[config.mk]
export PLATFORM = sky130hd
export DESIGN_NAME = la_hstx
export DESIGN_NICKNAME = d
export VERILOG_FILES = /design/src/rtl/la_hstx_pkg.sv /design/src/rtl/la_hstx_sync.sv /design/src/rtl/la_hstx.sv
export SDC_FILE = /design/constraint.sdc
export NUM_CORES = 1
export LEC_CHECK = 0
export ABC_AREA = 1
export BUFFER_PORTS_ARGS = -buffer_cell sky130_fd_sc_hd__buf_2
export CORE_MARGIN = 8
export CORE_UTILIZATION = 46
export DETAILED_ROUTE_END_ITERATION = 8
export PLACE_DENSITY = 0.79
export SYNTH_ARGS = -nofsm -noshare
export SYNTH_HDL_FRONTEND = slang
export SYNTH_SLANG_ARGS = --single-unit
[constraint.sdc]
create_clock -name clk -period 3.3 [get_ports clk]
set_clock_uncertainty 0.1 [all_clocks]
set_input_delay 0.165 -clock clk [delete_from_list [all_inputs] [get_ports clk]]
set_output_delay 0.165 -clock clk [all_outputs]
set_load 0.02 [all_outputs]
[src/rtl/la_hstx_pkg.sv]
// rtl/la_hstx_pkg.sv - shared types for the four-phase req/ack source launcher
package la_hstx_pkg;

    localparam int STATE_W = 2;

    typedef enum logic [STATE_W-1:0] {
        DRAIN = 2'd0,
        IDLE  = 2'd1,
        REQ   = 2'd2,
        REL   = 2'd3
    } state_e;

endpackage

[src/rtl/la_hstx_sync.sv]
// rtl/la_hstx_sync.sv - multi-flop level synchronizer with synchronous preset to 1
module la_hstx_sync #(
    parameter int    STAGES = 2,
    parameter string PROP   = "DEFAULT"
) (
    input  logic clk,
    input  logic reset,
    input  logic d,
    output logic q
);

    logic [STAGES-1:0] sync_q;
    logic [STAGES-1:0] sync_d;

    always_comb begin
        sync_d = {sync_q[STAGES-2:0], d};
    end

    // Preset to 1 so a stale far-side acknowledge is never read as released.
    always_ff @(posedge clk) begin
        if (reset) begin
            sync_q <= '1;
        end else begin
            sync_q <= sync_d;
        end
    end

    // Named per-property block gives the library flow a hook to swap in hardened cells.
    generate
        if (PROP == "DEFAULT") begin : g_generic
            assign q = sync_q[STAGES-1];
        end else begin : g_mapped
            assign q = sync_q[STAGES-1];
        end
    endgenerate

endmodule

[src/rtl/la_hstx.sv]
// rtl/la_hstx.sv - source-side launcher for a four-phase req/ack clock-domain crossing
module la_hstx
    import la_hstx_pkg::*;
#(
    parameter int    DW     = 32,
    parameter int    STAGES = 2,
    parameter string PROP   = "DEFAULT"
) (
    input  logic          clk,
    input  logic          reset,
    input  logic          in_valid,
    input  logic [DW-1:0] in_data,
    output logic          in_ready,
    output logic          tx_req,
    output logic [DW-1:0] tx_data,
    input  logic          tx_ack,
    output logic          busy
);

    logic          ack_s;
    state_e        state_q, state_d;
    logic          in_ready_q, in_ready_d;
    logic          tx_req_q, tx_req_d;
    logic [DW-1:0] tx_data_q, tx_data_d;

    la_hstx_sync #(
        .STAGES (STAGES),
        .PROP   (PROP)
    ) u_ack_sync (
        .clk   (clk),
        .reset (reset),
        .d     (tx_ack),
        .q     (ack_s)
    );

    always_comb begin
        state_d   = state_q;
        tx_data_d = tx_data_q;
        unique case (state_q)
            DRAIN: begin
                tx_data_d = '0;
                if (!ack_s) state_d = IDLE;
            end
            IDLE: begin
                if (in_valid && in_ready_q) begin
                    tx_data_d = in_data;
                    state_d   = REQ;
                end
            end
            REQ: begin
                if (ack_s) state_d = REL;
            end
            REL: begin
                if (!ack_s) state_d = IDLE;
            end
            default: state_d = DRAIN;
        endcase
        // Outputs are decoded from the next state so they toggle on the transition edge.
        in_ready_d = (state_d == IDLE);
        tx_req_d   = (state_d == REQ);
    end

    always_ff @(posedge clk) begin
        if (reset) begin
            state_q    <= DRAIN;
            in_ready_q <= 1'b0;
            tx_req_q   <= 1'b0;
        end else begin
            state_q    <= state_d;
            in_ready_q <= in_ready_d;
            tx_req_q   <= tx_req_d;
        end
    end

    // Cleared while draining, so it reads 0 one edge after reset lands in DRAIN.
    always_ff @(posedge clk) begin
        tx_data_q <= tx_data_d;
    end

    assign in_ready = in_ready_q;
    assign tx_req   = tx_req_q;
    assign tx_data  = tx_data_q;
    assign busy     = (state_q != IDLE);

endmodule
* Yosys cells after proc, flatten, opt, wreduce, memory -nomap -nowiden
Index checks and enable logic that the tools add are counted.
** Cells by class
- Reduce and logical (&&, ||, !) cells :: 5
- Mux-type cells :: 6
- Equal/unequal tests :: 7
** Operators with widths (count)
- case mux 32 bit (2 select lines) :: 1
- two-way mux 32 bit :: 1
- equality test 2 bit, second input constant :: 3
- two-way mux 2 bit :: 3
- case mux 2 bit (3 select lines) :: 1
- equality test 2 x 1 -> 1 bit, second input constant :: 2
- logical NOT 2 bit :: 1
- inequality test 2 x 1 -> 1 bit, second input constant :: 1
- inequality test 2 bit, second input constant :: 1
- AND reduction 2 bit :: 1
- nonzero test 2 bit :: 1
- OR reduction 2 bit :: 1
- logical AND 1 bit :: 1
** Storage, ports and cells
- Input port bits :: 36
- Logic and storage cells :: 23
- Register bits after elaboration :: 38

* Depth between registers and ports, before layout
- Depth after elaboration :: 4
- Gate-level depth with buffers :: 8

* Cells and area by module
A second synthesis with hierarchy kept.
** Second synthesis, totals
- Cells, all modules :: 149
- Area total of the unflattened synthesis :: 1567.8 um^2
** Modules (own cells, without submodules)
- la_hstx :: seq. area each 1041.0 um^2, area an instance 1508.9 um^2, cells each 142, instances 1
- la_hstx_sync :: seq. area each 40.0 um^2, area an instance 58.8 um^2, cells each 7, instances 1

* Least setup slack after synthesis
No wires, ideal clock.
- Path kind :: register -> register
- Start point :: register state_q[1]
- End point :: register tx_data_q[0] (netlist: tx_data[0]) (enable)
- Setup time :: 0.425 ns
- Arrival time :: 2.266 ns
- Path slack :: 0.509 ns
- Clock period less this slack :: 2.791 ns
- Cell stages (with the launch flop) :: 6
- Cells stage by stage :: dfxtp_1 inv_1 ha_1 buf_2 inv_2 o21ai_1
** On the way
- Cells in the longest elaborated chain, start to end :: 3
- Elaborated cells on any way between the ends :: 5
** Ends and longest elaborated chain
- start: declaration :: line la_hstx.sv:21 : state_e state_q, state_d;
- start signal: assignment :: line la_hstx.sv:69 : state_q <= state_d;
- equality test 2 x 1 -> 1 bit or logical NOT 2 bit (tied branches) :: line la_hstx.sv:39 : unique case (state_q)
- inequality test 2 bit (no line) or nonzero test 2 bit (tied branches)
- AND reduction 2 bit (no line) (*)
- end signal: assignment :: line la_hstx.sv:77 : tx_data_q <= tx_data_d;
- end: declaration :: line la_hstx.sv:24 : logic [DW-1:0] tx_data_q, tx_data_d;
Every way passes the cells marked *; elsewhere a longest branch is shown, timed or not.
A chain may end at the register's enable or synchronous reset.

* Final worst setup path
- Start point :: register state_q[1]
- End point :: register tx_data_q[6] (netlist: tx_data[6]) (enable)
Same word-level chain as after synthesis.

==> flow_summary.json <==
{
  "result_of_the_run": "complete, no violations",
  "grt_usage_pct": 13.56,
  "design.final.nets": 295,
  "avgSynthCellArea_sq_um": 10.70,
  "die_area_sq_mm": 0.005515,
  "hold_class": "input port to flip-flop",
  "synth_enable_flop_cells": 32,
  "report.final.slew_viol_count": 0,
  "tritoncts_clock_tree": "built",
  "clock-root-buffer": "clkbuf_4",
  "netlist_top_cells_area": "edfxtp_1 62%, nand2_1 11%, dfxtp_1 7.7%, inv_1 7.7%, ha_1 3.2%",
  "cts_hold_buf": 34,
  "route.antenna.remaining_nets": 0,
  "tritoncts.num_buffers": 5,
  "routed_via_density": 4.191,
  "worst_slew_pin_slew_ns": 0.7600,
  "clk_pin_slew_ns": 0.10,
  "std_cell_rows": 21,
  "cts_max_path_buffers": 2,
  "initialDrtViolationCount": 98,
  "critical_path.endpoint_type": "flip-flop",
  "grt_start_max_net_pins": 33,
  "drt_drc_violations_left": 0,
  "grt_setup_unrepaired": "no",
  "quantity_of_gates_resized_following_cts": 0,
  "max_cap_viol_count": 0,
  "grt_first_pass_wirelength_mm": 5.589,
  "total_congestion_overflow": 0,
  "reg2reg_slack_ns": 1.15,
  "area_growth_syn_to_layout_pct": 51.44,
  "yosysWarnings": 0,
  "chipWidth_um": 74.26,
  "clock_latency_ns": 0.32,
  "routed_wire_length_per_instance_um": 12.28,
  "dp.final_hpwl_mm": 2.403,
  "num_vias": 1270,
  "timing.critical_path.required_ns": 3.22,
  "grt_antenna_before_repair": 1,
  "syn-num-nets": 186,
  "grt_pass1_vias": 1276,
  "yosysTopAreaCell": "edfxtp_1",
  "tritonroute_pass_1_iters": 4,
  "worst-setup-path-type": "flip-flop to flip-flop",
  "seq_area_frac_synth_pct": 69.23,
  "synth.ff_latch_count": 38,
  "final_util_pct": 71.43,
  "yosys-top-cells-count": "45 x nand2_1, 32 x edfxtp_1, 32 x inv_1, 7 x inv_2, 6 x dfxtp_1",
  "place.gp.congestion": 0.7621,
  "synth_largest_type_area_fraction_pct": 61.54,
  "maximum_vdd_ir_drop_mv": 0.5883,
  "num_io_pins": 71,
  "worst_max_slew_margin_expressed_relative_to_the_limit_pct": 49.33,
  "post_route_cells_drive_above_1_share_pct": 36.72,
  "yosysMostFrequentCell": "nand2_1",
  "portBuffers": 70,
  "synth.lib_cells_used.distinct": 15,
  "powerDensity_mw_per_mm2": 867.0,
  "async_flop_share_pct": 0,
  "worst-endpoint-arrival_ns": 2.07,
  "number_of_endpoints_with_negative_hold_slack_in_the_final_report": 0,
  "initial_core_util_pct": 47.17,
  "setup-violations-final": 0,
  "setup-tns-final_ns": 0,
  "finalCriticalPeriod_ns": 2.150,
  "total_core_area_sq_mm": 0.003311,
  "die_h_um": 74.26,
  "synthFlopType": "edfxtp_1",
  "layout_worst_path_cycle_share_pct": 65.14,
  "cell_leakage_power_nw": 1.336,
  "timing.critical_path.from_type": "flip-flop",
  "clkSinkCount": 38,
  "maxClockFrequency_mhz": 465.2,
  "postCtsSetupRepairBufs": 0,
  "synthCells": 146,
  "netlist_area_sq_mm": 0.001561,
  "routed_wl_mm": 3.722,
  "cts.htree.levels": 2,
  "critPathMaxFanout": 17
}
stage by stage:
step	setup slack (ns)	total power [mW]	instances	hold WS (ns)	cell area, sq um
3_5_place_dp	1.174	1.815	260	0.2537	1968
2_1_floorplan	0.5087	1.526	146	0.1688	1562
5_1_grt	0.9864	2.190	303	0.01592	2365
4_1_cts	1.172	2.062	302	0.001370	2362
6_report	1.150	2.050	303	0.01937	2365
3_3_place_gp	1.218	1.799	260	0.2515	1968
path summary, 6_finish.rpt:
check,startpoint,endpoint,cells past startpoint
hold / removal,in_data[7],tx_data[7]$_SDFFCE_PP0P_,3
setup / recovery,state_q[1]$_SDFF_PP0_,tx_data[6]$_SDFFCE_PP0P_,5
setup reg to reg,state_q[1]$_SDFF_PP0_,tx_data[6]$_SDFFCE_PP0P_,5
hold reg to reg,u_ack_sync.sync_q[0]$_SDFF_PP1_,u_ack_sync.sync_q[1]$_SDFF_PP1_,1
worst max-delay path, stage by stage, from the launching register on:
cell and delay, ns:
dfxtp_1 0.35, inv_1 0.15, ha_1 0.21, inv_2 0.06
o21ai_2 0.61, buf_4 0.37
state kept, by name, summed over array words and instances (netlist names):
register           cells
tx_req                 1
in_ready               1
u_ack_sync.sync_q      2
tx_data               32
state_q                2
metal layers:
metal	vias to the layer above	part of all wire (%)	GRT usage, %
met3	5	8.2	4.178
met1	557	37	13.69
met2	48	54	24.80
met5	-	0	0
li1	660	-	-
met4	0	1.0	6.304
cells by family after synthesis:
| family | count (synthesis) | share of synthesized area (%) |
|---|---|---|
| flip-flops | 38 | 69.23 |
| buffers and inverters | 44 | 11.06 |
| AND/OR/NAND/NOR | 57 | 15.54 |
| AO/OA/AOI/OAI | 3 | 0.9613 |
| adder cells (fa/ha/maj) | 4 | 3.205 |
placed cells by master (no fill, tap or decap), drive strengths merged:
| cell type | synthesis | layout |
|---|---|---|
| diode | 0 | 1 |
| inv | 40 | 40 |
| dlygate4sd3 | 0 | 34 |
| nand3 | 7 | 7 |
| edfxtp | 32 | 32 |
| buf | 4 | 72 |
| nand2 | 46 | 46 |
| nor2 | 2 | 2 |
| o21ai | 3 | 3 |
| dfxtp | 6 | 6 |
| ha | 4 | 4 |
| clkinvlp | 0 | 1 |
| clkbuf | 0 | 5 |
| or2 | 2 | 2 |
| clkinv | 0 | 2 |
power by group:
| part | internal, mW | switching, mW |
|---|---|---|
| clock | 0.0792 | 0.138 |
| combinational | 0.281 | 0.659 |
| sequential | 0.831 | 0.0623 |
| total | 1.19 | 0.859 |
cell type report:
cell class	count	area (sq um)
Antenna cell	1	2.502
Clock buffer	5	37.54
Clock inverter	3	16.27
Fill cell	243	945.9
Inverter	40	152.6
Multi-Input combinational cell	64	311.5
Sequential cell	38	1081
Tap cell	46	57.56
Timing Repair Buffer	106	705.7
No activity file was read; power rests on OpenSTA's default activity.
